File: src/rtl/ten_bit_program_counter.sv
// 10-bit program counter with jump, call/return through a small LIFO return-address stack.
// One operation per cycle by priority ret > call > load > inc; all outputs registered.
module ten_bit_program_counter #(
  parameter int STACK_DEPTH = 4
) (
  input  logic       clk,
  input  logic       rst,
  input  logic       inc,
  input  logic       load,
  input  logic [9:0] load_addr,
  input  logic       call,
  input  logic       ret,
  output logic [9:0] pc,
  output logic       o,
  output logic       stack_full,
  output logic       stack_empty,
  output logic       stack_err
);

  localparam int OCC_W = $clog2(STACK_DEPTH + 1);
  localparam int IDX_W = $clog2(STACK_DEPTH);

  logic [9:0]       pc_q, pc_d;
  logic             o_q, o_d;
  logic [OCC_W-1:0] occ_q, occ_d;
  logic             err_q, err_d;
  logic [9:0]       stack_q [STACK_DEPTH];

  logic             push_en;
  logic             full, empty;
  logic [OCC_W-1:0] occ_m1;
  logic [IDX_W-1:0] push_idx, pop_idx;
  logic [9:0]       pc_inc;

  assign full     = (occ_q == OCC_W'(STACK_DEPTH));
  assign empty    = (occ_q == '0);
  assign occ_m1   = occ_q - OCC_W'(1);
  assign push_idx = occ_q[IDX_W-1:0];
  assign pop_idx  = occ_m1[IDX_W-1:0];
  assign pc_inc   = pc_q + 10'd1;

  always_comb begin
    pc_d    = pc_q;
    o_d     = 1'b0;
    occ_d   = occ_q;
    err_d   = err_q;
    push_en = 1'b0;
    if (ret) begin
      if (empty) begin
        err_d = 1'b1;
      end else begin
        pc_d  = stack_q[pop_idx];
        occ_d = occ_m1;
      end
    end else if (call) begin
      if (full) begin
        err_d = 1'b1;
      end else begin
        push_en = 1'b1;
        occ_d   = occ_q + OCC_W'(1);
        pc_d    = load_addr;
      end
    end else if (load) begin
      pc_d = load_addr;
    end else if (inc) begin
      pc_d = pc_inc;
      o_d  = &pc_q;
    end
  end

  always_ff @(posedge clk) begin
    if (rst) begin
      pc_q  <= '0;
      o_q   <= 1'b0;
      occ_q <= '0;
      err_q <= 1'b0;
    end else begin
      pc_q  <= pc_d;
      o_q   <= o_d;
      occ_q <= occ_d;
      err_q <= err_d;
    end
  end

  // Entries are never cleared; only a push overwrites one.
  always_ff @(posedge clk) begin
    if (push_en && !rst) begin
      stack_q[push_idx] <= pc_inc;
    end
  end

  assign pc          = pc_q;
  assign o           = o_q;
  assign stack_full  = full;
  assign stack_empty = empty;
  assign stack_err   = err_q;

endmodule
File: config.mk
export PLATFORM = sky130hd
export DESIGN_NAME = ten_bit_program_counter
export DESIGN_NICKNAME = d
export VERILOG_FILES = /design/src/rtl/ten_bit_program_counter.sv
export SDC_FILE = /design/constraint.sdc
export NUM_CORES = 1
export LEC_CHECK = 0
export BUFFER_PORTS_ARGS = -buffer_cell sky130_fd_sc_hd__buf_2
export CORE_MARGIN = 2
export CORE_UTILIZATION = 51
export DETAILED_ROUTE_END_ITERATION = 8
export PLACE_DENSITY = 0.78
export SETUP_SLACK_MARGIN = 0.02
export SYNTH_ARGS = -nofsm -noshare
export SYNTH_HDL_FRONTEND = slang
export SYNTH_SLANG_ARGS = --single-unit
File: constraint.sdc
create_clock -name clk -period 3.68 [get_ports clk]
set_input_delay 0.184 -clock clk [delete_from_list [all_inputs] [get_ports clk]]
set_output_delay 0.184 -clock clk [all_outputs]
set_load 0.005 [all_outputs]
==> results.json, run 1 <==
{
  "area_growth_pct": 11.1,
  "start_util_pct": 53.4,
  "p_leak_nw": 1.01,
  "ctsResizeCount": 0,
  "antenna_found_initial": 0,
  "port_buffers": 29,
  "drt_pass1_iterations": 4,
  "synthMuxAreaShare_pct": 9.32,
  "worst_clock_skew_ns": 0.00448,
  "yosys.area.top_type": "edfxtp_1",
  "crit_path_cell_trace": "buf_4 > inv_1 > ha_1 > a21boi_0 > and3_1",
  "drive_gt1_share_pct": 22.7,
  "synth_fp_nets": 219,
  "maxSlewViolCount": 0,
  "required_ns": 3.63,
  "wl_per_cell_um": 17.5,
  "antenna_left": 0,
  "hold_viol_final": 0,
  "dieArea_um2": 5560,
  "nets": 246,
  "critPathSlowestCell": "and3_1",
  "ctsHoldBuffers": 0,
  "yosys_warnings": 0,
  "grt_max_degree": 29,
  "die_h_um": 74.5,
  "multi_input_area_um2": 963,
  "dp_hpwl_um": 3730,
  "crit_family": "simple AND/OR/NAND/NOR gates",
  "vias": 1674,
  "synth.top_cell.area_share_pct": 47.3,
  "synth_async_sr_flop_share_pct": 0,
  "timing.setup.tns_ns": 0,
  "cts_setup_buffers": 0,
  "run_status": "complete, no violations",
  "insertion_delay_ns": 0.30,
  "synth_compound_area_share_pct": 11.1,
  "syn-instance-count": 197,
  "synth_edf_count": 40,
  "max_clock_freq_mhz": 440,
  "synth_ff_type": "edfxtp_1",
  "grt_use_total_pct": 20.1,
  "avgSynthCellArea_um2": 12.9,
  "cap_violations": 0,
  "power.density_nw_per_um2": 678,
  "fin_util_pct": 59.3,
  "cts_made_buffers": 5,
  "grt_pass1_vias": 1529,
  "cts_tree": "yes",
  "worstPathMaxFanout": 13,
  "clk_pin_slew_worst_paths_ns": 0.09,
  "fillers": 379,
  "gr-total-overflow": 0,
  "via_per_inst": 5.73,
  "cts.path.max_buffers": 2,
  "period_minus_slack_ns": 2.27,
  "die_w_um": 74.5,
  "synth_top_family_by_area": "simple AND/OR/NAND/NOR gates",
  "critical_path_arrival_ns": 2.23,
  "cp-start-kind": "flip-flop",
  "wirelength_um": 5120,
  "synth_fa_ha_area_share_pct": 2.96,
  "io_pins": 30,
  "post-synth-top-count-cell": "edfxtp_1",
  "max_stage_delay_ns": 0.53,
  "yosysSeqAreaShare_pct": 59.2,
  "hold_class": "in2reg",
  "cts.sinks": 55,
  "drcViolationCount": 0,
  "worstSetupPathType": "reg2reg",
  "endpoint_kind": "flip-flop",
  "synth-simple-area-share_pct": 11.4,
  "setup_viol": 0,
  "slew_headroom_pct": 37.4,
  "seqCellArea_um2": 1500,
  "antenna_cells": 0,
  "htreeDepth": 2,
  "grt_pass1_wl_um": 7930,
  "rows": 25,
  "synth_seq_cells": 55,
  "cts-root-buf": "clkbuf_8",
  "worst_slew_pin_slew_ns": 0.935,
  "yosys-top-cells-count": "edfxtp_1 (40), dfxtp_1 (15), nand2_1 (15), nor2_1 (15), o21ai_0 (14)",
  "path_buf_inv": 2,
  "gp_congestion": 0.871,
  "synth-xor-area-share_pct": 3.11,
  "fin_crit_sh_pct": 61.8,
  "synth.distinct_cells": 41,
  "irDropWorstVdd_uv": 322,
  "rsz0062_at_grt": "no",
  "synth_area_leaders": "edfxtp_1 (47%), dfxtp_1 (12%), mux4_2 (8.9%)",
  "syn_area_um2": 2540,
  "initialDrtViolationCount": 165,
  "core_area_um2": 4750
}
## placed cells by master (no fill, tap or decap), drive strengths merged
cell type,count
or2,1
nor2,15
a311oi,2
nor2b,2
o311a,1
a311o,4
or4,1
buf,30
nand2,15
mux2,1
nor3,1
or3,3
o21ai,15
nand4,2
edfxtp,40
mux4,10
nand4b,1
o32ai,2
a21boi,2
clkbuf,5
a31oi,5
xnor2,6
dfxtp,15
clkinv,2
nor4,1
nand2b,2
a211oi,1
a21oi,4
ha,6
o41a,1
clkinvlp,1
inv,8
and3,5
xor2,3
nand3b,2
and2,1
o211ai,2
o21a,2
nand3,4
a22oi,1
## flip-flops by register name (all words and copies together) (netlist names)
register	cells
stack_err	1
pc	10
o	1
stack_q	40
occ_q	3
## where the power goes
| group | internal (mW) | total [mW] | switching [mW] | leakage, nW |
|---|---|---|---|---|
| logic | 0.318 | 0.693 | 0.375 | 0.481 |
| registers | 0.808 | 0.899 | 0.0906 | 0.490 |
| clock network | 0.133 | 0.320 | 0.188 | 0.0418 |
## metrics by stage
| step | power (mW) | instance area (um^2) | std cells | hold slack (ns) | setup slack (ns) |
|---|---|---|---|---|---|
| after floorplan | 1.40 | 2540 | 197 | 0.334 | 1.35 |
| after global placement | 1.59 | 2730 | 284 | 0.468 | 1.49 |
| after detailed placement | 1.60 | 2730 | 284 | 0.463 | 1.41 |
| after CTS | 1.92 | 2820 | 292 | 0.162 | 1.40 |
| after global routing | 2.04 | 2820 | 292 | 0.167 | 1.16 |
| final | 1.91 | 2820 | 292 | 0.170 | 1.41 |
## metal layers
layer,global-route usage [%],part of all wire (%),vias up
met3,5.28,6.2,4
met5,0,0,-
met1,28.6,46,803
li1,-,-,800
met2,30.6,47,67
met4,6.15,0.74,0
## worst reg2reg max path, stage by stage (launching register included)
cell and delay, ns:
dfxtp_1 0.31, buf_4 0.23, inv_1 0.14, ha_1 0.29, a21boi_0 0.43, and3_1 0.53
## logic make-up after synthesis
kind of cell	Yosys count
buf+inv	18
compound gates	42
flops	55
simple gates	56
fa+ha+maj	6
mux	11
xor+xnor	9
## worst paths after layout
| check | startpoint | endpoint | slack (ns) | cells past startpoint |
|---|---|---|---|---|
| setup / recovery | occ_q[0] | stack_q[2][8] | 1.41 | 5 |
| hold / removal | inc | o | 0.17 | 3 |
| hold reg to reg | stack_err | stack_err | 0.49 | 2 |
| setup reg to reg | occ_q[0] | stack_q[2][8] | 1.41 | 5 |
## area by class of cell
cell class / instances / area share, %
Timing Repair Buffer: 30 / 5.41
Clock buffer: 5 / 2.44
Multi-Input combinational cell: 124 / 34.2
Clock inverter: 3 / 0.710
Inverter: 8 / 1.06
Sequential cell: 55 / 53.2
Tap cell: 67 / 2.97
Note: power is estimated with default switching activity, not from simulation.
==> run 2, diff against run 1 <==
- ABC_AREA: not set -> 1
- clock period: 3.68 -> 2.3 ns (I/O delays scaled with it)
==> results.json, run 2 <==
{
  "mostFrequentLayoutCells": "nand2_1 (74), edfxtp_1 (40), buf_2 (29)",
  "syn-instance-count": 296,
  "drcViolationCount": 0,
  "worstPathMaxFanout": 11,
  "grt_use_total_pct": 20.4,
  "cts.path.max_buffers": 2,
  "post-synth-top-count-cell": "nand2_1",
  "synth_ff_type": "edfxtp_1",
  "synth.top_cell.area_share_pct": 44.8,
  "slew_headroom_pct": 74.4,
  "ctsHoldBuffers": 0,
  "synth_async_sr_flop_share_pct": 0,
  "max_stage_delay_ns": 0.46,
  "rsz0062_at_grt": "no",
  "path_buf_inv": 2,
  "largest_register_ff_count": 40,
  "multi_input_area_um2": 998,
  "cts_tree": "yes",
  "critPathSlowestCell": "ha_1",
  "setup_viol": 0,
  "drive_gt1_share_pct": 18.8,
  "cp-start-kind": "flip-flop",
  "grt_max_degree": 24,
  "clk_pin_slew_worst_paths_ns": 0.09,
  "worst_slew_pin_slew_ns": 0.383,
  "cts.sinks": 55,
  "insertion_delay_ns": 0.31,
  "finalPower_mw": 2.39,
  "max_clock_freq_mhz": 566,
  "fin_crit_sh_pct": 76.8,
  "cap_violations": 0,
  "via_per_inst": 5.26,
  "synth_seq_cells": 55,
  "required_ns": 2.55,
  "grt_pass1_vias": 1936,
  "port_buffers": 29,
  "synth_fp_nets": 318,
  "maxSlewViolCount": 0,
  "hold_viol_final": 0,
  "fillers": 451,
  "core_area_um2": 5110,
  "area_growth_pct": 11.8,
  "die_w_um": 76.5,
  "top_register": "stack_q",
  "endpoint_kind": "flip-flop",
  "gp_congestion": 0.866,
  "antenna_found_initial": 0,
  "cts_setup_buffers": 0,
  "run_status": "complete, no violations",
  "synth.distinct_cells": 35,
  "critical_path_arrival_ns": 2.01,
  "ctsResizeCount": 0,
  "synth_edf_count": 40,
  "seqCellArea_um2": 1500,
  "rows": 26,
  "crit_path_cell_trace": "inv_1 > ha_1 > buf_4 > o21ai_0 > o211ai_1 > nand3_1 > a21oi_1",
  "crit_family": "adder cells",
  "die_h_um": 76.5,
  "wl_per_cell_um": 14.3,
  "syn_area_um2": 2680,
  "yosys-top-cells-count": "nand2_1 (74), edfxtp_1 (40), a21oi_1 (28)",
  "cts-root-buf": "clkbuf_8",
  "grt_pass1_wl_um": 9370,
  "dp_hpwl_um": 3920,
  "antenna_cells": 0,
  "start_util_pct": 52.5,
  "nets": 351,
  "yosysSeqAreaShare_pct": 56.0,
  "initialDrtViolationCount": 192,
  "htreeDepth": 2,
  "wirelength_um": 5710,
  "hold_class": "in2reg",
  "irDropWorstVdd_uv": 523,
  "io_pins": 30,
  "antenna_left": 0,
  "drt_pass1_iterations": 4,
  "timing.setup.tns_ns": 0,
  "vias": 2102,
  "dieArea_um2": 5860,
  "period_minus_slack_ns": 1.77,
  "synth_area_leaders": "edfxtp_1 (45%), dfxtp_1 (11%), nand2_1 (10%)",
  "p_leak_nw": 1.24,
  "avgSynthCellArea_um2": 9.06,
  "worst_clock_skew_ns": 0.00452,
  "power.density_nw_per_um2": 796,
  "gr-total-overflow": 0,
  "yosys.area.top_type": "edfxtp_1",
  "cts_made_buffers": 5,
  "worstSetupPathType": "reg2reg",
  "final_common_cell": "nand2_1",
  "yosys_warnings": 0
}
-- run 2: worst reg2reg max path, cell delays in order (launching register included) --
cell and delay, ns:
dfxtp_1 0.38, inv_1 0.10, ha_1 0.46, buf_4 0.24
o21ai_0 0.10, o211ai_1 0.21, nand3_1 0.09, a21oi_1 0.12
-- run 2: layout make-up --
cell class | instances | share of cell area (%)
Clock buffer | 6 | 2.42
Multi-Input combinational cell | 199 | 33.3
Inverter | 30 | 3.84
Clock inverter | 2 | 0.417
Tap cell | 70 | 2.92
Timing Repair Buffer | 38 | 7.09
Sequential cell | 55 | 50.0
-- run 2: logic make-up (layout without fill, tap and decap cells) --
family          count (synthesis)  count (layout)  share of synthesized area, %
compound gates                 57              57                          11.5
xor+xnor                        2               2                         0.653
fa+ha+maj                       6               6                          2.80
buf+inv                        42              76                          6.81
flops                          55              55                          56.0
simple gates                  134             134                          22.2
-- run 2: through the flow --
| stage | hold WS, ns | worst slack (ns) | instances | instance area (um^2) | util (%) |
|---|---|---|---|---|---|
| after global routing | 0.0469 | 0.351 | 400 | 3000 | 58.7 |
| after global placement | 0.390 | 0.608 | 392 | 2920 | 57.1 |
| final | 0.0547 | 0.534 | 400 | 3000 | 58.7 |
| after detailed placement | 0.373 | 0.582 | 392 | 2920 | 57.1 |
| after CTS | 0.0468 | 0.544 | 400 | 3000 | 58.7 |
| after floorplan | 0.177 | 0.386 | 296 | 2680 | - |
-- run 2: report_power, final --
part	leakage, nW	switching, mW	internal [mW]
Sequential	0.490	0.0740	1.17
Clock	0.0428	0.300	0.214
Combinational	0.702	0.401	0.228
Total	1.24	0.775	1.61
-- run 2: worst paths after layout --
check / startpoint / to / slack [ns] / cells past startpoint
worst max register to register: occ_q[1] / pc[0] / 0.53 / 7
worst min-delay path: rst / pc[7] / 0.05 / 2
worst min register to register: stack_err / stack_err / 0.52 / 2
worst max-delay path: occ_q[1] / pc[0] / 0.53 / 7
-- run 2: layer usage --
metal / GRT usage (%) / share of wire, % / vias up
li1: - / - / 1054
met1: 28.3 / 45 / 959
met2: 32.8 / 47 / 79
met3: 3.20 / 6.7 / 10
met4: 6.91 / 1.6 / 0
met5: 0 / 0 / -
